--- src/rtl/post_spi_pkg.sv ---
// Shared types and constants for the Post CPU SPI host and its slave-side speed setting.
package post_spi_pkg;

  // 100 MHz / 2 / 262144 gives roughly 190.7 Hz SCK, the slave's configured rate
  localparam int unsigned HALF_CYC_DEFAULT = 262144;
  localparam int unsigned BIT_CNT_W        = 3;

  typedef enum logic [2:0] {
    ST_IDLE,
    ST_SETUP,
    ST_HIGH,
    ST_LOW,
    ST_TAIL,
    ST_GUARD
  } spi_state_e;

endpackage

--- src/rtl/spi_half_timer.sv ---
// Half-period down-counter: expire pulses for one cycle HALF_CYC cycles after load.
module spi_half_timer
  import post_spi_pkg::*;
#(
  parameter int unsigned HALF_CYC = HALF_CYC_DEFAULT
) (
  input  logic clk,
  input  logic rst,
  input  logic load,
  output logic expire
);

  localparam int unsigned CNT_W = $clog2(HALF_CYC);

  logic [CNT_W-1:0] cnt;
  logic             running;

  // load wins over expiry so back-to-back phases chain without a gap cycle
  always_ff @(posedge clk) begin
    if (rst) begin
      cnt     <= '0;
      running <= 1'b0;
    end else if (load) begin
      cnt     <= CNT_W'(HALF_CYC - 1);
      running <= 1'b1;
    end else if (running) begin
      if (cnt == '0) running <= 1'b0;
      else           cnt     <= cnt - CNT_W'(1);
    end
  end

  assign expire = running && (cnt == '0);

endmodule

--- src/rtl/post_spi_host.sv ---
// Byte-wide mode-0 SPI master feeding the Post CPU slave port.
// Optional MISO double-flop synchronizer enabled by defining SPI_MISO_SYNC_EN.
module post_spi_host
  import post_spi_pkg::*;
#(
  parameter int unsigned HALF_CYC = HALF_CYC_DEFAULT
) (
  input  logic       clk,
  input  logic       rst,
  input  logic       start,
  input  logic [7:0] tx_data,
  input  logic       last,
  output logic       busy,
  output logic       done,
  output logic [7:0] rx_data,
  output logic       spi_cs,
  output logic       spi_sck,
  output logic       spi_mosi,
  input  logic       spi_miso
);

  spi_state_e           state, state_next;
  logic [BIT_CNT_W-1:0] bit_cnt;
  logic [7:0]           tx_shift, rx_shift;
  logic                 last_q;
  logic                 load, expire, accept, rx_sample, miso_in, finish;

  if (HALF_CYC < 2) begin : g_half_cyc_min
    $error("post_spi_host: HALF_CYC must be at least 2");
  end

`ifdef SPI_MISO_SYNC_EN
  if (HALF_CYC < 4) begin : g_half_cyc_sync
    $error("post_spi_host: HALF_CYC must be at least 4 with SPI_MISO_SYNC_EN");
  end

  logic [1:0] miso_sync;

  always_ff @(posedge clk) begin
    if (rst) miso_sync <= '0;
    else     miso_sync <= {miso_sync[0], spi_miso};
  end

  // two flops of delay are absorbed by sampling at the end of HIGH instead of its start
  assign miso_in   = miso_sync[1];
  assign rx_sample = (state == ST_HIGH) && expire;
`else
  assign miso_in   = spi_miso;
  assign rx_sample = (state_next == ST_HIGH) && (state != ST_HIGH);
`endif

  spi_half_timer #(.HALF_CYC(HALF_CYC)) u_timer (
    .clk    (clk),
    .rst    (rst),
    .load   (load),
    .expire (expire)
  );

  assign accept = (state == ST_IDLE) && start;
  assign finish = (state_next == ST_IDLE) && ((state == ST_TAIL) || (state == ST_GUARD));
  assign busy   = (state != ST_IDLE);

  always_ff @(posedge clk) begin
    if (rst) state <= ST_IDLE;
    else     state <= state_next;
  end

  always_comb begin
    state_next = state;
    load       = 1'b0;
    unique case (state)
      ST_IDLE:  if (accept) begin state_next = ST_SETUP; load = 1'b1; end
      ST_SETUP: if (expire) begin state_next = ST_HIGH;  load = 1'b1; end
      ST_HIGH:  if (expire) begin
                  state_next = (bit_cnt == '1) ? ST_TAIL : ST_LOW;
                  load       = 1'b1;
                end
      ST_LOW:   if (expire) begin state_next = ST_HIGH;  load = 1'b1; end
      ST_TAIL:  if (expire) begin
                  state_next = last_q ? ST_GUARD : ST_IDLE;
                  load       = last_q;
                end
      ST_GUARD: if (expire) state_next = ST_IDLE;
      default:  state_next = ST_IDLE;
    endcase
  end

  always_ff @(posedge clk) begin
    if (rst) begin
      bit_cnt  <= '0;
      tx_shift <= '0;
      rx_shift <= '0;
      last_q   <= 1'b0;
      spi_cs   <= 1'b1;
      spi_sck  <= 1'b0;
      spi_mosi <= 1'b0;
      done     <= 1'b0;
      rx_data  <= '0;
    end else begin
      spi_sck <= (state_next == ST_HIGH);
      done    <= 1'b0;
      if (accept) begin
        tx_shift <= tx_data;
        last_q   <= last;
        bit_cnt  <= '0;
        spi_cs   <= 1'b0;
        spi_mosi <= tx_data[7];
      end
      if (rx_sample) rx_shift <= {rx_shift[6:0], miso_in};
      if ((state == ST_HIGH) && expire) begin
        bit_cnt <= bit_cnt + BIT_CNT_W'(1);
        // MOSI only moves on the falling SCK edge into LOW
        if (state_next == ST_LOW) begin
          tx_shift <= {tx_shift[6:0], 1'b0};
          spi_mosi <= tx_shift[6];
        end
      end
      if ((state == ST_TAIL) && expire && last_q) spi_cs <= 1'b1;
      if (finish) begin
        done    <= 1'b1;
        rx_data <= rx_shift;
      end
    end
  end

endmodule

--- config.mk ---
export PLATFORM = sky130hd
export DESIGN_NAME = post_spi_host
export DESIGN_NICKNAME = d
export VERILOG_FILES = /design/src/rtl/post_spi_pkg.sv /design/src/rtl/spi_half_timer.sv /design/src/rtl/post_spi_host.sv
export SDC_FILE = /design/constraint.sdc
export NUM_CORES = 1
export LEC_CHECK = 0
export ABC_AREA = 1
export CAP_MARGIN = 30
export CORE_ASPECT_RATIO = 1.5
export CORE_MARGIN = 4
export CORE_UTILIZATION = 30
export DETAILED_ROUTE_END_ITERATION = 12
export GPL_TIMING_DRIVEN = 0
export PLACE_DENSITY = 0.44
export SLEW_MARGIN = 40
export SYNTH_ARGS = -nofsm -noshare
export SYNTH_HDL_FRONTEND = slang
export SYNTH_HIERARCHICAL = 1
export SYNTH_SLANG_ARGS = --single-unit
export TNS_END_PERCENT = 1
--- constraint.sdc ---
create_clock -name clk -period 3.6 [get_ports clk]
set_clock_uncertainty 0.1 [all_clocks]
set_input_delay 0.36 -clock clk [delete_from_list [all_inputs] [get_ports clk]]
set_output_delay 0.36 -clock clk [all_outputs]
set_load 0.05 [all_outputs]
==> flow_summary.json, run 1 <==
{
  "cts_sinks": 53,
  "nets": 452,
  "cts.htree.levels": 2,
  "endpoint": "u_timer/cnt[15]",
  "syn-num-nets": 421,
  "max-vdd-ir-drop_v": 0.0002376,
  "max_slew.worst_pin.slew_ns": 0.7345,
  "antenna_found_initial": 0,
  "synth-edff-count": 0,
  "gp_congestion": 0.7966,
  "cts_tree": "done",
  "ys.flop_type": "dfxtp_1",
  "cp-startpoint": "u_timer/cnt[0]",
  "fmax_mhz": 321.9,
  "route.detailed.drc": 0,
  "wl_per_cell_um": 12.74,
  "drv_cap": 0,
  "grt.overflow.total": 0,
  "post-synth-top-count-cell": "nand2_1",
  "totalWireLength_um": 6942,
  "cts-root-buf": "clkbuf_16",
  "synth_area_um2": 2754,
  "vias": 2493,
  "fillers": 971,
  "cts_setup_buffers": 0,
  "maxSlewViolCount": 0,
  "syn_inst": 405,
  "grt_use_total_pct": 13.70,
  "synth_cell_types": 31,
  "setup_violations": 0,
  "yosysSeqAreaShare_pct": 38.53,
  "core_um2": 8881,
  "crit_arrival_ns": 3.23,
  "timing.rr.start": "u_timer/cnt[0]",
  "start_kind": "flop",
  "ant_nets": 0,
  "r2r_setup_slack_ns": 0.49,
  "antenna_cells": 0,
  "area_growth_pct": 18.63,
  "period_share_pct": 86.30,
  "rows": 42,
  "slew_headroom_pct": 51.03,
  "holdBufCountCts": 0,
  "yosys-top-cells-count": "124 x nand2_1, 57 x nor2_1, 53 x dfxtp_1, 34 x inv_1, 23 x a21oi_1",
  "hp-class": "reg2reg",
  "min_period_ns": 3.107,
  "firstDrtPassIters": 4,
  "grt_pass1_vias": 2476,
  "die_w_um": 86.23,
  "io_pins": 26,
  "p_per_area_nw_per_um2": 484.3,
  "grt_first_pass_wirelength_um": 11870,
  "synth_top_cells_by_area": "dfxtp_1 39%, nand2_1 17%, nor2_1 7.8%",
  "total_leakage_power_nw": 1.427,
  "dpl-instance-area_um2": 3132,
  "initial_utilization_pct": 31.01,
  "grt_max_degree": 15,
  "worstPathMaxFanout": 10,
  "synth_top_area_share_pct": 38.53,
  "postLayoutCoreUtil_pct": 36.79,
  "r2r-end": "u_timer/cnt[15]",
  "clkSlewWorstSetupHoldPaths_ns": 0.07,
  "worstSkewPairLatency_ns": 0.29,
  "die-area_um2": 10810,
  "status": "complete, no violations",
  "dp_hpwl_um": 5104,
  "drt_iter0_drc": 62,
  "viasPerCell": 4.574,
  "synth_async_sr_flop_share_pct": 0,
  "cp_data_required_time_ns": 3.72,
  "synth_top_area_cell": "dfxtp_1",
  "hold_violations": 0,
  "dieHeight_um": 125.3,
  "port_buffers": 24,
  "clock_path_buffers": 2,
  "layout-drive-gt1-share_pct": 10.80,
  "rsz0062_at_grt": "no",
  "ys_seq_elements": 53,
  "numCtsBuffers": 5,
  "synth-warning-count": 6,
  "finalInstanceArea_um2": 3267,
  "rr_worst_depth": 15,
  "worstSetupPathType": "reg2reg",
  "avgSynthCellArea_um2": 6.800,
  "critPathCaptureType": "flop",
  "tns_ns": 0
}
[cell families (layout without fill, tap and decap cells)]
family                     after synthesis  count (layout)  share of synthesized area, %
and+or+nand+nor                        246             246                         40.21
AOI/OAI and AO/OA                       50              50                         10.45
adders and majority gates                3               3                         1.363
xor gates and xnor gates                 6               6                         1.908
buffers and inverters                   47              77                         7.541
DFF                                     53              53                         38.53
[worst min-delay path by stage]
| stage | end | slack (ns) | depth (start not counted) | start |
|---|---|---|---|---|
| 2_1_floorplan | bit_cnt[0] | 0.33 | 1 | bit_cnt[0] |
| 3_3_place_gp | tx_shift[1] | 0.34 | 2 | tx_shift[0] |
| 3_5_place_dp | spi_cs | 0.35 | 2 | spi_cs |
| 4_1_cts | bit_cnt[0] | 0.36 | 1 | bit_cnt[0] |
| 5_1_grt | bit_cnt[0] | 0.37 | 1 | bit_cnt[0] |
| 6_report | tx_shift[1] | 0.36 | 2 | tx_shift[0] |
[area by class of cell]
cell class	count	area (um^2)	share of cell area [%]
multi-input cells	305	1490	45.61
flip-flops and latches	53	1061	32.48
repair buffers	24	240.2	7.353
inverters	36	140.1	4.290
well taps	110	137.6	4.213
clock buffers	5	125.1	3.830
plain buffers	11	67.56	2.068
clock inverters	1	5.005	0.1532
[registers in the layout, indices dropped and copies added, names as in the netlist]
signal and cells:
u_timer/cnt 18, last_q 1, u_timer/running 1, rx_data 8
spi_sck 1, state 3, tx_shift 7, done 1
spi_cs 1, spi_mosi 1, bit_cnt 3, rx_shift 8
[placed cells by master, fill, tap and decap left out, types with 5 or more instances in the layout]
cell type / n
inv_1: 34
nand3_2: 5
nand3b_1: 5
clkdlybuf4s50_1: 24
nor2_2: 5
nand2_2: 8
nand2_1: 124
o21ai_0: 17
clkbuf_16: 5
nor2_1: 57
nor3_1: 7
nand4_1: 12
a21oi_1: 23
nand3_1: 16
a21oi_2: 10
dfxtp_1: 53
[power breakdown]
| part | leakage (nW) | internal (mW) | switching [mW] |
|---|---|---|---|
| combinational | 0.929 | 0.162 | 0.272 |
| clock | 0.0655 | 0.249 | 0.213 |
| sequential | 0.433 | 0.634 | 0.0522 |
| total | 1.43 | 1.04 | 0.537 |
[what timing repair did]
action | in CTS | in global routing
gates resized for setup | 0 | 1
endpoints found under the hold margin | 0 | 0
endpoints found under the setup margin | 0 | 4
[through the flow]
step	setup WS [ns]	total power, mW	hold WS (ns)	cells
global route	0.1318	1.698	0.3742	545
global placement	0.2760	1.137	0.3440	539
detailed placement	0.3262	1.137	0.3455	539
CTS	0.2805	1.613	0.3642	545
finish	0.4930	1.582	0.3618	545
floorplan	1.056	1.027	0.3289	405
[per-layer routing]
layer,global-route usage (%),share of wire [%],vias to the layer above
li1,-,-,1347
met1,15.96,43,1110
met2,24.31,52,27
met3,2.567,2.7,9
met4,5.321,1.9,0
met5,0,0,-
[critical path, stage by stage, from the launching register on]
cell,delay [ns]
dfxtp_1,0.31
inv_1,0.21
ha_1,0.31
nand2_2,0.12
nor2_2,0.12
nand3_2,0.10
nor2_1,0.26
inv_1,0.19
nor2_1,0.20
nand2_1,0.17
nand3_2,0.19
inv_1,0.11
clkbuf_1,0.27
nand3_1,0.16
nand2_1,0.07
a21oi_2,0.13
Power figures use the tool's default switching activity.
==> inputs of run 2 (changes only) <==
--- a/config.mk
+++ b/config.mk
@@ -13,6 +13,7 @@
 export DETAILED_ROUTE_END_ITERATION = 12
 export GPL_TIMING_DRIVEN = 0
 export PLACE_DENSITY = 0.44
+export REMOVE_ABC_BUFFERS = 1
 export SLEW_MARGIN = 40
 export SYNTH_ARGS = -nofsm -noshare
 export SYNTH_HDL_FRONTEND = slang
==> run 2 against run 1 <==
Compared with the run above:
- flip-flop and latch count did not move
- combinational power down 0.9%
- sequential power barely moved
- clock power up 23%
- count of clock-buffer cells in the layout grew 1
- first-iteration DRC count is 63% higher
- non-clock buffer count is 7 lower
- worst setup slack worse by 0.070 ns
- utilization increased by 0.34 points
==> flow_summary.json, run 2 (synthesized netlist as in run 1, its figures left out) <==
{
  "gp_congestion": 0.7931,
  "holdBufCountCts": 0,
  "use_met2_pct": 23.99,
  "total_power_mw": 1.687,
  "antenna_cells": 0,
  "regMostFlops": "u_timer/cnt",
  "hp-class": "in2reg",
  "dpl-instance-area_um2": 3097,
  "layout_common_cells": "124 x nand2_1, 57 x nor2_1, 53 x dfxtp_1",
  "total_leakage_power_nw": 1.431,
  "vias": 2511,
  "min_period_ns": 3.177,
  "period_share_pct": 88.25,
  "die-area_um2": 10810,
  "drt_iter0_drc": 101,
  "setup_violations": 0,
  "grt_use_total_pct": 13.29,
  "clkSlewWorstSetupHoldPaths_ns": 0.07,
  "timing.rr.start": "u_timer/cnt[0]",
  "cts.htree.levels": 2,
  "cts_sinks": 53,
  "start_kind": "flop",
  "cts_tree": "done",
  "critPathCaptureType": "flop",
  "top_regs": "u_timer/cnt x18, rx_data x8, rx_shift x8",
  "clock_path_buffers": 2,
  "finalNonFillerCells": 540,
  "grt-busiest-layer": "met2",
  "fillers": 943,
  "die_w_um": 86.23,
  "worstPathMaxFanout": 19,
  "rows": 42,
  "r2r-end": "u_timer/cnt[8]",
  "layout_commonest_cell": "nand2_1",
  "cts-root-buf": "clkbuf_16",
  "r2r_setup_slack_ns": 0.42,
  "nets": 445,
  "worstSkewPairLatency_ns": 0.29,
  "grt.overflow.total": 0,
  "maxSlewViolCount": 0,
  "drv_cap": 0,
  "fmax_mhz": 314.8,
  "max-vdd-ir-drop_v": 0.0002231,
  "rr_worst_depth": 17,
  "largest_reg_flops": 18,
  "rsz0062_at_grt": "no",
  "p_per_area_nw_per_um2": 511.7,
  "io_pins": 26,
  "tns_ns": 0,
  "grt_max_degree": 27,
  "numCtsBuffers": 5,
  "max_slew.worst_pin.slew_ns": 0.5391,
  "totalWireLength_um": 6644,
  "port_buffers": 25,
  "viasPerCell": 4.650,
  "wl_per_cell_um": 12.30,
  "endpoint": "u_timer/cnt[8]",
  "status": "complete, no violations",
  "ant_nets": 0,
  "hold_path.startpoint": "rst",
  "dp_hpwl_um": 4683,
  "hold_violations": 0,
  "grt_use_met1_pct": 15.38,
  "cp_data_required_time_ns": 3.70,
  "dp_cells": 530,
  "crit_arrival_ns": 3.28,
  "met3_usage_pct": 2.304,
  "dieHeight_um": 125.3,
  "core_um2": 8881,
  "firstDrtPassIters": 5,
  "layout-drive-gt1-share_pct": 11.16,
  "area_growth_pct": 19.72,
  "slew_headroom_pct": 63.95,
  "finalInstanceArea_um2": 3297,
  "antenna_found_initial": 0,
  "route.detailed.drc": 0,
  "worstSetupPathType": "reg2reg",
  "initial_utilization_pct": 31.01,
  "grt_pass1_vias": 2418,
  "grt_first_pass_wirelength_um": 11630,
  "postLayoutCoreUtil_pct": 37.12,
  "cp-startpoint": "u_timer/cnt[0]"
}
[run 2: changes by cell type in the layout (fill, tap and decap cells not counted)]
cell	delta
bufinv_16	+1
clkbuf_8	+1
buf_8	-1
clkinv_2	-1
buf_1	-1
buf_6	-1
clkinvlp_4	+2
inv_1	-1
buf_2	-1
buf_4	+1
clkbuf_1	-4
clkbuf_2	-1
buf_16	+1
[run 2: cell type report]
| type | instances | area [um^2] | area share, % |
|---|---|---|---|
| clock buffer | 6 | 138.9 | 4.213 |
| clock inverter | 2 | 37.54 | 1.139 |
| tap | 110 | 137.6 | 4.175 |
| inverter | 36 | 143.9 | 4.364 |
| timing repair buffer | 28 | 287.8 | 8.729 |
| sequential | 53 | 1061 | 32.18 |
| multi-input combinational | 305 | 1490 | 45.20 |
[run 2: where the power goes]
| part | leakage, nW | switching [mW] | internal, mW |
|---|---|---|---|
| Clock | 0.0831 | 0.223 | 0.347 |
| Sequential | 0.433 | 0.0537 | 0.634 |
| Combinational | 0.915 | 0.269 | 0.160 |
| Total | 1.43 | 0.546 | 1.14 |
[run 2: metal layers]
layer	up-vias	wire, um	share of wire (%)
li1	1338	-	-
met1	1131	2897	44
met2	33	3473	52
met3	9	170	2.6
met4	0	103	1.6
met5	-	0	0
[run 2: repair_timing]
item,in CTS,in global routing
resized for setup,0,2
setup buffers,0,2
endpoints found under the setup margin,0,19
[run 2: through the flow]
| stage | setup WS, ns | hold slack [ns] |
|---|---|---|
| 2_1_floorplan | 0.9320 | 0.3224 |
| 3_3_place_gp | 0.07688 | 0.3417 |
| 3_5_place_dp | 0.1058 | 0.3478 |
| 4_1_cts | 0.08509 | 0.3464 |
| 5_1_grt | 0.01095 | 0.3588 |
| 6_report | 0.4231 | 0.3423 |
[run 2: worst min-delay path by stage]
| stage | cells past startpoint | slack (ns) | endpoint |
|---|---|---|---|
| global placement | 2 | 0.34 | tx_shift[1] |
| finish | 2 | 0.34 | u_timer/cnt[11] |
| floorplan | 1 | 0.32 | u_timer/cnt[10] |
| global route | 2 | 0.36 | u_timer/cnt[7] |
| detailed placement | 2 | 0.35 | spi_cs |
| CTS | 2 | 0.35 | u_timer/cnt[11] |
[run 2: worst max-delay path, stage by stage, from the launching register on]
cell and delay, ns:
dfxtp_1 0.31, inv_1 0.18, ha_1 0.31, nand2_2 0.12, nor2_2 0.13, nand3_2 0.10, nor2_1 0.24, inv_1 0.19
nor2_1 0.21, nand2_1 0.17, nand3_2 0.20, clkinvlp_4 0.16, nand2_4 0.22, clkinv_4 0.20, nand2_1 0.09, nand2_1 0.05
nand2_1 0.05, inv_1 0.03
==> inputs of run 3 (changes only) <==
--- a/config.mk
+++ b/config.mk
@@ -12,7 +12,7 @@
 export CORE_UTILIZATION = 30
 export DETAILED_ROUTE_END_ITERATION = 12
 export GPL_TIMING_DRIVEN = 0
-export PLACE_DENSITY = 0.44
+export PLACE_DENSITY = 0.52
 export REMOVE_ABC_BUFFERS = 1
 export SLEW_MARGIN = 40
 export SYNTH_ARGS = -nofsm -noshare
==> run 3 against run 2 <==
Compared with the run above:
- register-to-register slack got worse by 0.07 ns
- maximum frequency decreased by 2.2%
- design area down 0.91%
- via count is 0.60% higher
- clock power decreased by 14%
- sequential share of layout area grew 0.30 points
- flip-flop and latch count is the same
- sequential power hardly changed
- critical path type unchanged
==> flow_summary.json, run 3 (synthesized netlist as in run 1, its figures left out) <==
{
  "fmax_mhz": 307.7,
  "largest_reg_flops": 18,
  "regMostFlops": "u_timer/cnt",
  "cts_sinks": 53,
  "drv_cap": 0,
  "nets": 445,
  "grt_use_total_pct": 12.43,
  "top_regs": "u_timer/cnt x18, rx_data x8, rx_shift x8",
  "max_slew.worst_pin.slew_ns": 0.5573,
  "route.detailed.drc": 0,
  "cts.htree.levels": 2,
  "worstSkewPairLatency_ns": 0.30,
  "total_leakage_power_nw": 1.418,
  "numCtsBuffers": 5,
  "setup_violations": 0,
  "cp_data_required_time_ns": 3.71,
  "period_share_pct": 90.26,
  "layout-drive-gt1-share_pct": 11.16,
  "die-area_um2": 10810,
  "antenna_cells": 0,
  "status": "complete, no violations",
  "layout_common_cells": "124 x nand2_1, 57 x nor2_1, 53 x dfxtp_1",
  "antenna_found_initial": 0,
  "start_kind": "flop",
  "hp-class": "in2reg",
  "max-vdd-ir-drop_v": 0.0002431,
  "critPathCaptureType": "flop",
  "grt_max_degree": 28,
  "finalNonFillerCells": 540,
  "wl_per_cell_um": 11.78,
  "pre_cts_ws_ns": 0.1043,
  "dieHeight_um": 125.3,
  "p_per_area_nw_per_um2": 492.4,
  "maxSlewViolCount": 0,
  "dp_cells": 530,
  "area_growth_pct": 18.63,
  "cts-root-buf": "clkbuf_16",
  "r2r_setup_slack_ns": 0.35,
  "fin_ws_ns": 0.3506,
  "ant_nets": 0,
  "core_um2": 8881,
  "firstDrtPassIters": 6,
  "initial_utilization_pct": 31.01,
  "clkSlewWorstSetupHoldPaths_ns": 0.08,
  "crit_arrival_ns": 3.36,
  "io_pins": 26,
  "layout_commonest_cell": "nand2_1",
  "hold_violations": 0,
  "grt_pass1_vias": 2358,
  "vias": 2526,
  "min_period_ns": 3.249,
  "dp_hpwl_um": 4529,
  "worstPathMaxFanout": 19,
  "grt_first_pass_wirelength_um": 11000,
  "totalWireLength_um": 6361,
  "drt_iter0_drc": 128,
  "cts_tree": "done",
  "slew_headroom_pct": 62.80,
  "rows": 42,
  "clock_path_buffers": 2,
  "grt.overflow.total": 0,
  "worstSetupPathType": "reg2reg",
  "gp_congestion": 0.8598,
  "die_w_um": 86.23,
  "viasPerCell": 4.678,
  "port_buffers": 25
}
==> run 3: layer usage <==
layer	vias up	track usage [%]	routed length, um
met1	1141	14.28	2794
met5	-	0	0
li1	1341	-	-
met3	12	2.370	158
met2	32	22.08	3250
met4	0	5.138	157
==> run 3: metrics by stage <==
step                      utilization, %  power [mW]  hold WS [ns]  cell area (um^2)  TNS [ns]
after floorplan                        -       1.013        0.3224              2686         0
after global placement             34.62       1.119        0.3371              3074         0
after detailed placement           34.87       1.128        0.3544              3097         0
after CTS                          36.52       1.626        0.3354              3243         0
after global routing               36.79       1.720        0.3451              3267  -0.01188
final                              36.79       1.609        0.3302              3267         0
==> run 3: critical path, stage by stage, from the launching register on <==
cell and delay [ns]:
dfxtp_1 0.32, inv_1 0.19, ha_1 0.31, nand2_2 0.12, nor2_2 0.13, nand3_2 0.09
nor2_1 0.27, inv_1 0.18, nor2_1 0.19, nand2_1 0.15, nand3_2 0.21, clkinvlp_4 0.21
nand2_4 0.25, clkinv_4 0.20, nand2_1 0.09, nand2_1 0.05, nand2_1 0.05, inv_1 0.03
==> run 3: path summary, 6_finish.rpt <==
path	from	end	cells past startpoint
min	rst	u_timer/cnt[15]	2
max	u_timer/cnt[0]	u_timer/cnt[8]	17
max reg2reg	u_timer/cnt[0]	u_timer/cnt[8]	17
min reg2reg	rx_data[2]	rx_data[2]	2
==> run 3: power by group <==
part | leakage [nW] | switching [mW] | internal, mW | total (mW)
Combinational | 0.915 | 0.274 | 0.160 | 0.434
Sequential | 0.433 | 0.0513 | 0.634 | 0.685
Clock | 0.0702 | 0.230 | 0.260 | 0.489
Total | 1.42 | 0.555 | 1.05 | 1.61
==> run 3: what timing repair did <==
| action | CTS | global route |
|---|---|---|
| endpoints found under the setup margin | 0 | 19 |
| buffers inserted | 0 | 2 |
| resized for setup | 0 | 2 |
| hold buffers | 0 | 0 |
| endpoints found under the hold margin | 0 | 0 |
==> run 3: cell type report <==
cell class,instances,area (um^2)
flip-flops and latches,53,1061
multi-input cells,305,1490
inverters,36,143.9
clock buffers,5,125.1
fillers,963,5614
repair buffers,28,287.8
clock inverters,3,21.27
well taps,110,137.6
